[src/rtl/spi_flash_responder.sv]
// Clock-oversampled SPI mode-0 flash target: decodes READ, FAST_READ and JEDEC ID
// frames and streams bytes from a synchronous backing store onto MISO.
`timescale 1ns/1ps

module spi_flash_responder #(
    parameter int          ADDR_WIDTH      = 24,
    parameter logic [23:0] JEDEC_ID        = 24'hEF4018,
    parameter int          FAST_READ_DUMMY = 8
) (
    input  logic                  clk,
    input  logic                  reset_n,
    input  logic                  flash_sck,
    input  logic                  flash_csn,
    input  logic                  flash_mosi,
    output logic                  flash_miso,
    output logic [ADDR_WIDTH-1:0] mem_addr,
    output logic                  mem_read,
    input  logic [7:0]            mem_rdata,
    output logic                  busy,
    output logic                  cmd_unsupported
);

    localparam logic [2:0] S_IDLE   = 3'd0;
    localparam logic [2:0] S_CMD    = 3'd1;
    localparam logic [2:0] S_ADDR   = 3'd2;
    localparam logic [2:0] S_DUMMY  = 3'd3;
    localparam logic [2:0] S_DATA   = 3'd4;
    localparam logic [2:0] S_ID     = 3'd5;
    localparam logic [2:0] S_IGNORE = 3'd6;

    logic r_sck_meta, r_sck_sync, r_sck_prev;
    logic r_csn_meta, r_csn_sync, r_csn_prev;
    logic r_mosi_meta, r_mosi_sync;

    logic [2:0]            r_state;
    logic [7:0]            r_bit_cnt;
    logic [2:0]            r_fall_cnt;
    logic [23:0]           r_shift;
    logic                  r_fast;
    logic [7:0]            r_tx_buf;
    logic [7:0]            r_tx_shift;
    logic                  r_fetch_pending;
    logic                  r_miso;
    logic [ADDR_WIDTH-1:0] r_mem_addr;
    logic                  r_mem_read;
    logic                  r_busy;
    logic                  r_unsup;

    logic        w_sck_rise;
    logic        w_sck_fall;
    logic        w_csn_fall;
    logic [23:0] w_shift_next;

    assign w_sck_rise   = r_sck_sync & ~r_sck_prev;
    assign w_sck_fall   = ~r_sck_sync & r_sck_prev;
    assign w_csn_fall   = r_csn_prev & ~r_csn_sync;
    assign w_shift_next = {r_shift[22:0], r_mosi_sync};

    // csn_prev resets low so a frame only starts after csn has been seen high.
    always_ff @(posedge clk or negedge reset_n) begin
        if (!reset_n) begin
            r_sck_meta  <= 1'b0;
            r_sck_sync  <= 1'b0;
            r_sck_prev  <= 1'b0;
            r_csn_meta  <= 1'b0;
            r_csn_sync  <= 1'b0;
            r_csn_prev  <= 1'b0;
            r_mosi_meta <= 1'b0;
            r_mosi_sync <= 1'b0;
        end else begin
            r_sck_meta  <= flash_sck;
            r_sck_sync  <= r_sck_meta;
            r_sck_prev  <= r_sck_sync;
            r_csn_meta  <= flash_csn;
            r_csn_sync  <= r_csn_meta;
            r_csn_prev  <= r_csn_sync;
            r_mosi_meta <= flash_mosi;
            r_mosi_sync <= r_mosi_meta;
        end
    end

    always_ff @(posedge clk or negedge reset_n) begin
        if (!reset_n) begin
            r_state         <= S_IDLE;
            r_bit_cnt       <= 8'd0;
            r_fall_cnt      <= 3'd0;
            r_shift         <= 24'd0;
            r_fast          <= 1'b0;
            r_tx_buf        <= 8'd0;
            r_tx_shift      <= 8'd0;
            r_fetch_pending <= 1'b0;
            r_miso          <= 1'b0;
            r_mem_addr      <= '0;
            r_mem_read      <= 1'b0;
            r_busy          <= 1'b0;
            r_unsup         <= 1'b0;
        end else begin
            r_mem_read      <= 1'b0;
            r_unsup         <= 1'b0;
            r_fetch_pending <= r_mem_read;
            if (r_fetch_pending) begin
                r_tx_buf <= mem_rdata;
            end
            // Deselect overrides everything, including a pending fetch.
            if (r_csn_sync) begin
                r_state         <= S_IDLE;
                r_busy          <= 1'b0;
                r_miso          <= 1'b0;
                r_fetch_pending <= 1'b0;
                r_bit_cnt       <= 8'd0;
                r_fall_cnt      <= 3'd0;
                r_shift         <= 24'd0;
            end else begin
                case (r_state)
                    S_IDLE: begin
                        if (w_csn_fall) begin
                            r_state   <= S_CMD;
                            r_busy    <= 1'b1;
                            r_bit_cnt <= 8'd0;
                            r_shift   <= 24'd0;
                        end
                    end
                    S_CMD: begin
                        if (w_sck_rise) begin
                            r_shift <= w_shift_next;
                            if (r_bit_cnt == 8'd7) begin
                                r_bit_cnt <= 8'd0;
                                r_fast    <= (w_shift_next[7:0] == 8'h0B);
                                case (w_shift_next[7:0])
                                    8'h03, 8'h0B: r_state <= S_ADDR;
                                    8'h9F: begin
                                        r_state <= S_ID;
                                        r_shift <= JEDEC_ID;
                                    end
                                    default: begin
                                        r_state <= S_IGNORE;
                                        r_unsup <= 1'b1;
                                    end
                                endcase
                            end else begin
                                r_bit_cnt <= r_bit_cnt + 8'd1;
                            end
                        end
                    end
                    S_ADDR: begin
                        if (w_sck_rise) begin
                            r_shift <= w_shift_next;
                            if (r_bit_cnt == 8'd23) begin
                                r_bit_cnt  <= 8'd0;
                                r_fall_cnt <= 3'd0;
                                r_mem_addr <= w_shift_next[ADDR_WIDTH-1:0];
                                r_mem_read <= 1'b1;
                                r_state    <= (r_fast && FAST_READ_DUMMY != 0) ? S_DUMMY : S_DATA;
                            end else begin
                                r_bit_cnt <= r_bit_cnt + 8'd1;
                            end
                        end
                    end
                    S_DUMMY: begin
                        if (w_sck_rise) begin
                            if (r_bit_cnt == 8'(FAST_READ_DUMMY - 1)) begin
                                r_bit_cnt <= 8'd0;
                                r_state   <= S_DATA;
                            end else begin
                                r_bit_cnt <= r_bit_cnt + 8'd1;
                            end
                        end
                    end
                    S_DATA: begin
                        if (w_sck_fall) begin
                            if (r_fall_cnt == 3'd0) begin
                                r_miso     <= r_tx_buf[7];
                                r_tx_shift <= {r_tx_buf[6:0], 1'b0};
                            end else begin
                                r_miso     <= r_tx_shift[7];
                                r_tx_shift <= {r_tx_shift[6:0], 1'b0};
                            end
                            r_fall_cnt <= r_fall_cnt + 3'd1;
                        end
                        // Prefetch the next byte on the first rise of the current one.
                        if (w_sck_rise) begin
                            if (r_bit_cnt == 8'd0) begin
                                r_mem_addr <= r_mem_addr + ADDR_WIDTH'(1);
                                r_mem_read <= 1'b1;
                            end
                            r_bit_cnt <= (r_bit_cnt == 8'd7) ? 8'd0 : r_bit_cnt + 8'd1;
                        end
                    end
                    S_ID: begin
                        if (w_sck_fall) begin
                            r_miso  <= r_shift[23];
                            r_shift <= {r_shift[22:0], 1'b0};
                        end
                    end
                    S_IGNORE: begin
                        r_miso <= 1'b0;
                    end
                    default: begin
                        r_state <= S_IDLE;
                    end
                endcase
            end
        end
    end

    assign flash_miso      = r_miso;
    assign mem_addr        = r_mem_addr;
    assign mem_read        = r_mem_read;
    assign busy            = r_busy;
    assign cmd_unsupported = r_unsup;

endmodule

[config.mk]
export PLATFORM = sky130hd
export DESIGN_NAME = spi_flash_responder
export DESIGN_NICKNAME = d
export VERILOG_FILES = /design/src/rtl/spi_flash_responder.sv
export SDC_FILE = /design/constraint.sdc
export NUM_CORES = 1
export LEC_CHECK = 0
export ABC_AREA = 0
export ABC_CLOCK_PERIOD_IN_PS = 2100
export CORE_MARGIN = 2
export CORE_UTILIZATION = 60
export CTS_BUF_LIST = sky130_fd_sc_hd__clkbuf_4
export CTS_CLUSTER_DIAMETER = 30
export DETAILED_ROUTE_END_ITERATION = 8
export GPL_TIMING_DRIVEN = 0
export PLACE_DENSITY = 0.82
export SLEW_MARGIN = 20
export SYNTH_ARGS = -nofsm -noshare
export SYNTH_HDL_FRONTEND = slang
export SYNTH_SLANG_ARGS = --single-unit
[constraint.sdc]
create_clock -name clk -period 2.1 [get_ports clk]
set_input_delay 0.42 -clock clk [delete_from_list [all_inputs] [get_ports clk]]
set_output_delay 0.42 -clock clk [all_outputs]
set_load 0.02 [all_outputs]
==> summary.txt <==
PLACE
---------------------------------------------------------------------------------------
Placed Cells                                                                        616
Pre-CTS worst setup slack                                                     -0.167 ns
Dpl cell area                                                              0.00521 mm^2
Detailed Place HPWL                                                             7910 um
Count of input and output buffers                                                    40
Final weighted congestion in routability-driven placement                         0.938

FINAL LAYOUT
---------------------------------------------------------------------------------------
Fraction of layout cells with a size suffix above 1                               16.6%
Antenna cell count                                                                    0
Fillers                                                                             570
Final cell count without fillers                                                    645
Sequential Area                                                            0.00228 mm^2
Post-route design area                                                     0.00556 mm^2
Final net count                                                                     556
Footprint of the multi-input gates                                         0.00225 mm^2
Synth-to-Final Area Change                                                        19.4%

POWER AND IR DROP
---------------------------------------------------------------------------------------
Share of power burned in combinational logic                                      40.9%
IR Drop Worst-Case VDD                                                         0.719 mV
Clock group share of total power                                                  16.9%
Sequential power share                                                            42.3%
Internal power                                                                0.00334 W
Switching Share                                                                   39.9%
Power Dens Cells                                                           1000 mW/mm^2
Total net switching power                                                     0.00222 W
Leakage component of the power                                                  2.37 nW

RUN
---------------------------------------------------------------------------------------
MaxCap Viol Count                                                                     0

CLOCKING
---------------------------------------------------------------------------------------
Maximum clock path buffer count                                                       2
Worst-path clk slew                                                             0.14 ns
TritonCTS clock tree                                                               done
Clock root buffer                                                          sky130_fd_sc_hd__clkbuf_4
Later-pin clock latency in the skew report                                      0.43 ns
Number of CTS-inserted buffers                                                        9
CTS HTree Levels                                                                      3
Sinks on Clock Net                                                                   91

TIMING
---------------------------------------------------------------------------------------
RSZ-0062 raised after global routing                                                yes
Count of final hold-check violations                                                  0
Setup Skew                                                                    0.0262 ns
Worst path setup slack after routing                                          0.0164 ns
Worst Max-Slew Pin Slew                                                        0.504 ns
Max Transition Viols Final                                                            0
Maximum operating frequency                                                   0.480 GHz
Final period utilization                                                          99.2%
Minimum period implied by the final worst setup slack                           2.08 ns
# setup viols final                                                                   0
Worst slew slack as a fraction of its limit                                       66.1%

SETUP PATH
---------------------------------------------------------------------------------------
Biggest fanout along the worst timing path                                           10
Type of destination of the critical path                                      flip-flop
Startpoint Class                                                              flip-flop
Beginning of the critical path                                             r_state[0]$_DFFE_PN0P_
CP Data Arrival Time                                                            2.42 ns
Required time of the critical path                                              2.44 ns
Critical Path Slowest Stage Cell                                           sky130_fd_sc_hd__dfrtp_1
List of cells traversed by the critical path                               buf_6 -> nor4_1 -> nand4_1 -> buf_4 -> a21oi_4 -> buf_4 -> a21oi_1 -> a21oi_1
Startpoint of the worst register-to-register path                          r_state[0]$_DFFE_PN0P_
Worst path max stage delay                                                      0.49 ns
Type of the setup path with the least slack                                flip-flop to flip-flop

GLOBAL ROUTE
---------------------------------------------------------------------------------------
Global route overflow                                                                 0
Overall fraction of global-route tracks in use                                    28.2%
Number of antenna violations at the first check in global routing                     0
Via count of the first global-routing pass                                         3945
Maximum number of pins on one net before global-route repair                         57
First-pass GRT wire length                                                     19100 um

DETAILED ROUTING
---------------------------------------------------------------------------------------
Total number of vias                                                               4185
Aggregate routed wire length                                                   11600 um
Count of unresolved DRC violations after routing                                      0
Number of violations reported at the end of detailed-routing iteration 0            439
Number of detailed-routing iterations run before antenna repair                       6
Antenna viol nets, final                                                              0
Routed wire per std cell                                                        18.0 um
Mean number of vias per cell                                                       6.49

STATUS
---------------------------------------------------------------------------------------
Result of the run                                                          finished, final reports clean

YOSYS
---------------------------------------------------------------------------------------
Fraction of post-synthesis cell area in the top cell type by area                 48.9%
Warnings from Yosys                                                                   0
Synth Cell Area                                                            0.00465 mm^2
Sequential fraction of the synthesis area                                         48.9%
Unique cell type count in the Yosys netlist                                          66
Synth Flop Type                                                            sky130_fd_sc_hd__dfrtp_1
Synthesized Nets                                                                    491
Number of cells produced by synthesis                                               473
Number of flip-flops and latches in the synthesized netlist                          91
Fraction of synthesis flops using an asynchronous set or reset pin                 100%
Cell types with the largest area share after synthesis                     sky130_fd_sc_hd__dfrtp_1 49%, sky130_fd_sc_hd__a21oi_1 5.3%, sky130_fd_sc_hd__o21ai_0 4.0%, sky130_fd_sc_hd__nand2_1 3.6%, sky130_fd_sc_hd__a22o_1 3.2%
Top cell type by total area after synthesis                                sky130_fd_sc_hd__dfrtp_1
Average size of a mapped cell                                                 9.84 um^2
Number of enable flip-flop cells after synthesis                                      0

HOLD PATH
---------------------------------------------------------------------------------------
Hold/Removal Path Class                                                    flip-flop to flip-flop
Worst Min Path Start                                                       r_mosi_meta$_DFF_PN0_

FLOORPLANNING
---------------------------------------------------------------------------------------
Core footprint                                                             0.00761 mm^2
Effective utilization at floorplan                                                61.2%
Top Ports                                                                            41
Placement row count                                                                  32
Die height                                                                      92.1 um
Width of the die                                                                92.1 um
Die area                                                                   0.00848 mm^2

## cells in the final DEF (no fill, tap or decap), drive strengths merged, types with 3 or more instances in the layout
| cell | instances |
|---|---|
| a31o | 4 |
| a21oi | 52 |
| o21ai | 40 |
| nor2b | 6 |
| clkinv | 5 |
| nand2 | 45 |
| a21o | 4 |
| mux2 | 9 |
| nand3 | 20 |
| nor2 | 24 |
| ha | 5 |
| nor4 | 8 |
| o2bb2ai | 8 |
| clkbuf | 21 |
| a22o | 17 |
| or3 | 7 |
| nor3 | 5 |
| dfrtp | 91 |
| inv | 9 |
| buf | 31 |
| nand4 | 15 |
| o22ai | 10 |
| a2bb2oi | 4 |
| o211ai | 3 |
| mux2i | 8 |
| clkdlybuf4s50 | 39 |
| nand2b | 10 |
## worst max-delay path, delay by kind of cell, from the launching register on
family	cells	cell delay [ns]
simple gates	2	0.39
compound gates	3	0.53
buf+inv	3	0.58
flops	1	0.49
## timing repair
action	in CTS	in global routing
buffers inserted	2	10
hold buffers	1	0
resized for setup	7	28
endpoints found under the setup margin	38	53
hold endpoints to repair	35	0
pin swaps	1	7
## path summary, 6_finish.rpt
kind | to | slack, ns | cells past startpoint
min in group asynchronous | r_tx_buf[4]$_DFFE_PN0P_ | 0.47 | 2
min reg2reg | r_mosi_sync$_DFF_PN0_ | 0.36 | 0
min | r_mosi_sync$_DFF_PN0_ | 0.36 | 0
max in group asynchronous | mem_addr[18]$_DFFE_PN0P_ | 0.99 | 3
max reg2reg | mem_addr[5]$_DFFE_PN0P_ | 0.02 | 8
max | mem_addr[5]$_DFFE_PN0P_ | 0.02 | 8
## cell usage after synthesis, drive strengths merged (2+ instances only)
cell / n
nor2: 24
or2: 2
and3b: 2
o211ai: 3
o21a: 2
inv: 8
a21oi: 52
nand2: 45
a2bb2oi: 4
clkbuf: 6
a31o: 4
or3: 7
and4: 2
nand3: 20
a22oi: 2
nor2b: 6
dfrtp: 91
and3: 2
nand2b: 10
o2bb2ai: 8
or3b: 2
o22ai: 10
mux2: 9
a22o: 17
o31ai: 2
a21o: 4
a211oi: 2
a31oi: 2
mux2i: 8
o32ai: 2
buf: 23
nor4: 8
nand4: 15
ha: 5
nor3: 5
a211o: 2
o21ai: 40
## cell type report
type / count / share of cell area [%]
Timing Repair Buffer: 54 / 9.46
Buffer: 29 / 3.67
Inverter: 9 / 0.608
Tap cell: 102 / 2.30
Clock buffer: 9 / 1.22
Sequential cell: 91 / 41.0
Clock inverter: 7 / 1.22
Multi-Input combinational cell: 344 / 40.5
## layer usage
metal / vias to the layer above / global-route usage [%] / routed length, um
met4: 0 / 8.96 / 349
met3: 43 / 5.34 / 969
met2: 225 / 42.8 / 5360
met5: - / 0 / 0
met1: 2015 / 41.1 / 4960
li1: 1902 / - / -
## stage by stage
stage	power, W	utilization [%]	setup TNS, ns	hold slack, ns
6_report	0.00556	73.0	0	0.362
5_1_grt	0.00588	73.0	-0.117	0.377
4_1_cts	0.00538	71.0	0	0.365
3_5_place_dp	0.00442	68.4	-2.61	0.337
3_3_place_gp	0.00436	68.1	-237.08	0.332
2_1_floorplan	0.00357	-	0	0.124
## registers in the layout, indices dropped and copies added, names as in the netlist, 3 cells and up
| register | cells |
|---|---|
| r_tx_shift | 7 |
| r_bit_cnt | 8 |
| r_state | 3 |
| r_shift | 24 |
| r_fall_cnt | 3 |
| r_tx_buf | 8 |
| mem_addr | 24 |
## power by group through the flow
| stage | combinational [W] | sequential, W | clock, W |
|---|---|---|---|
| 2_1_floorplan | 0.00102 | 0.00256 | 0 |
| 3_3_place_gp | 0.00200 | 0.00237 | 0 |
| 4_1_cts | 0.00208 | 0.00234 | 0.000961 |
| 5_1_grt | 0.00245 | 0.00239 | 0.00104 |
| 6_report | 0.00227 | 0.00235 | 0.000938 |
| 3_5_place_dp | 0.00204 | 0.00238 | 0 |
## cell families after synthesis
kind of cell	synth area share (%)
adder cells (fa/ha/maj)	1.34
buffers and inverters	4.44
multiplexers	3.90
AO/OA/AOI/OAI	23.2
flip-flops	48.9
AND/OR/NAND/NOR	18.2
Note: power is estimated with default switching activity, not from simulation.
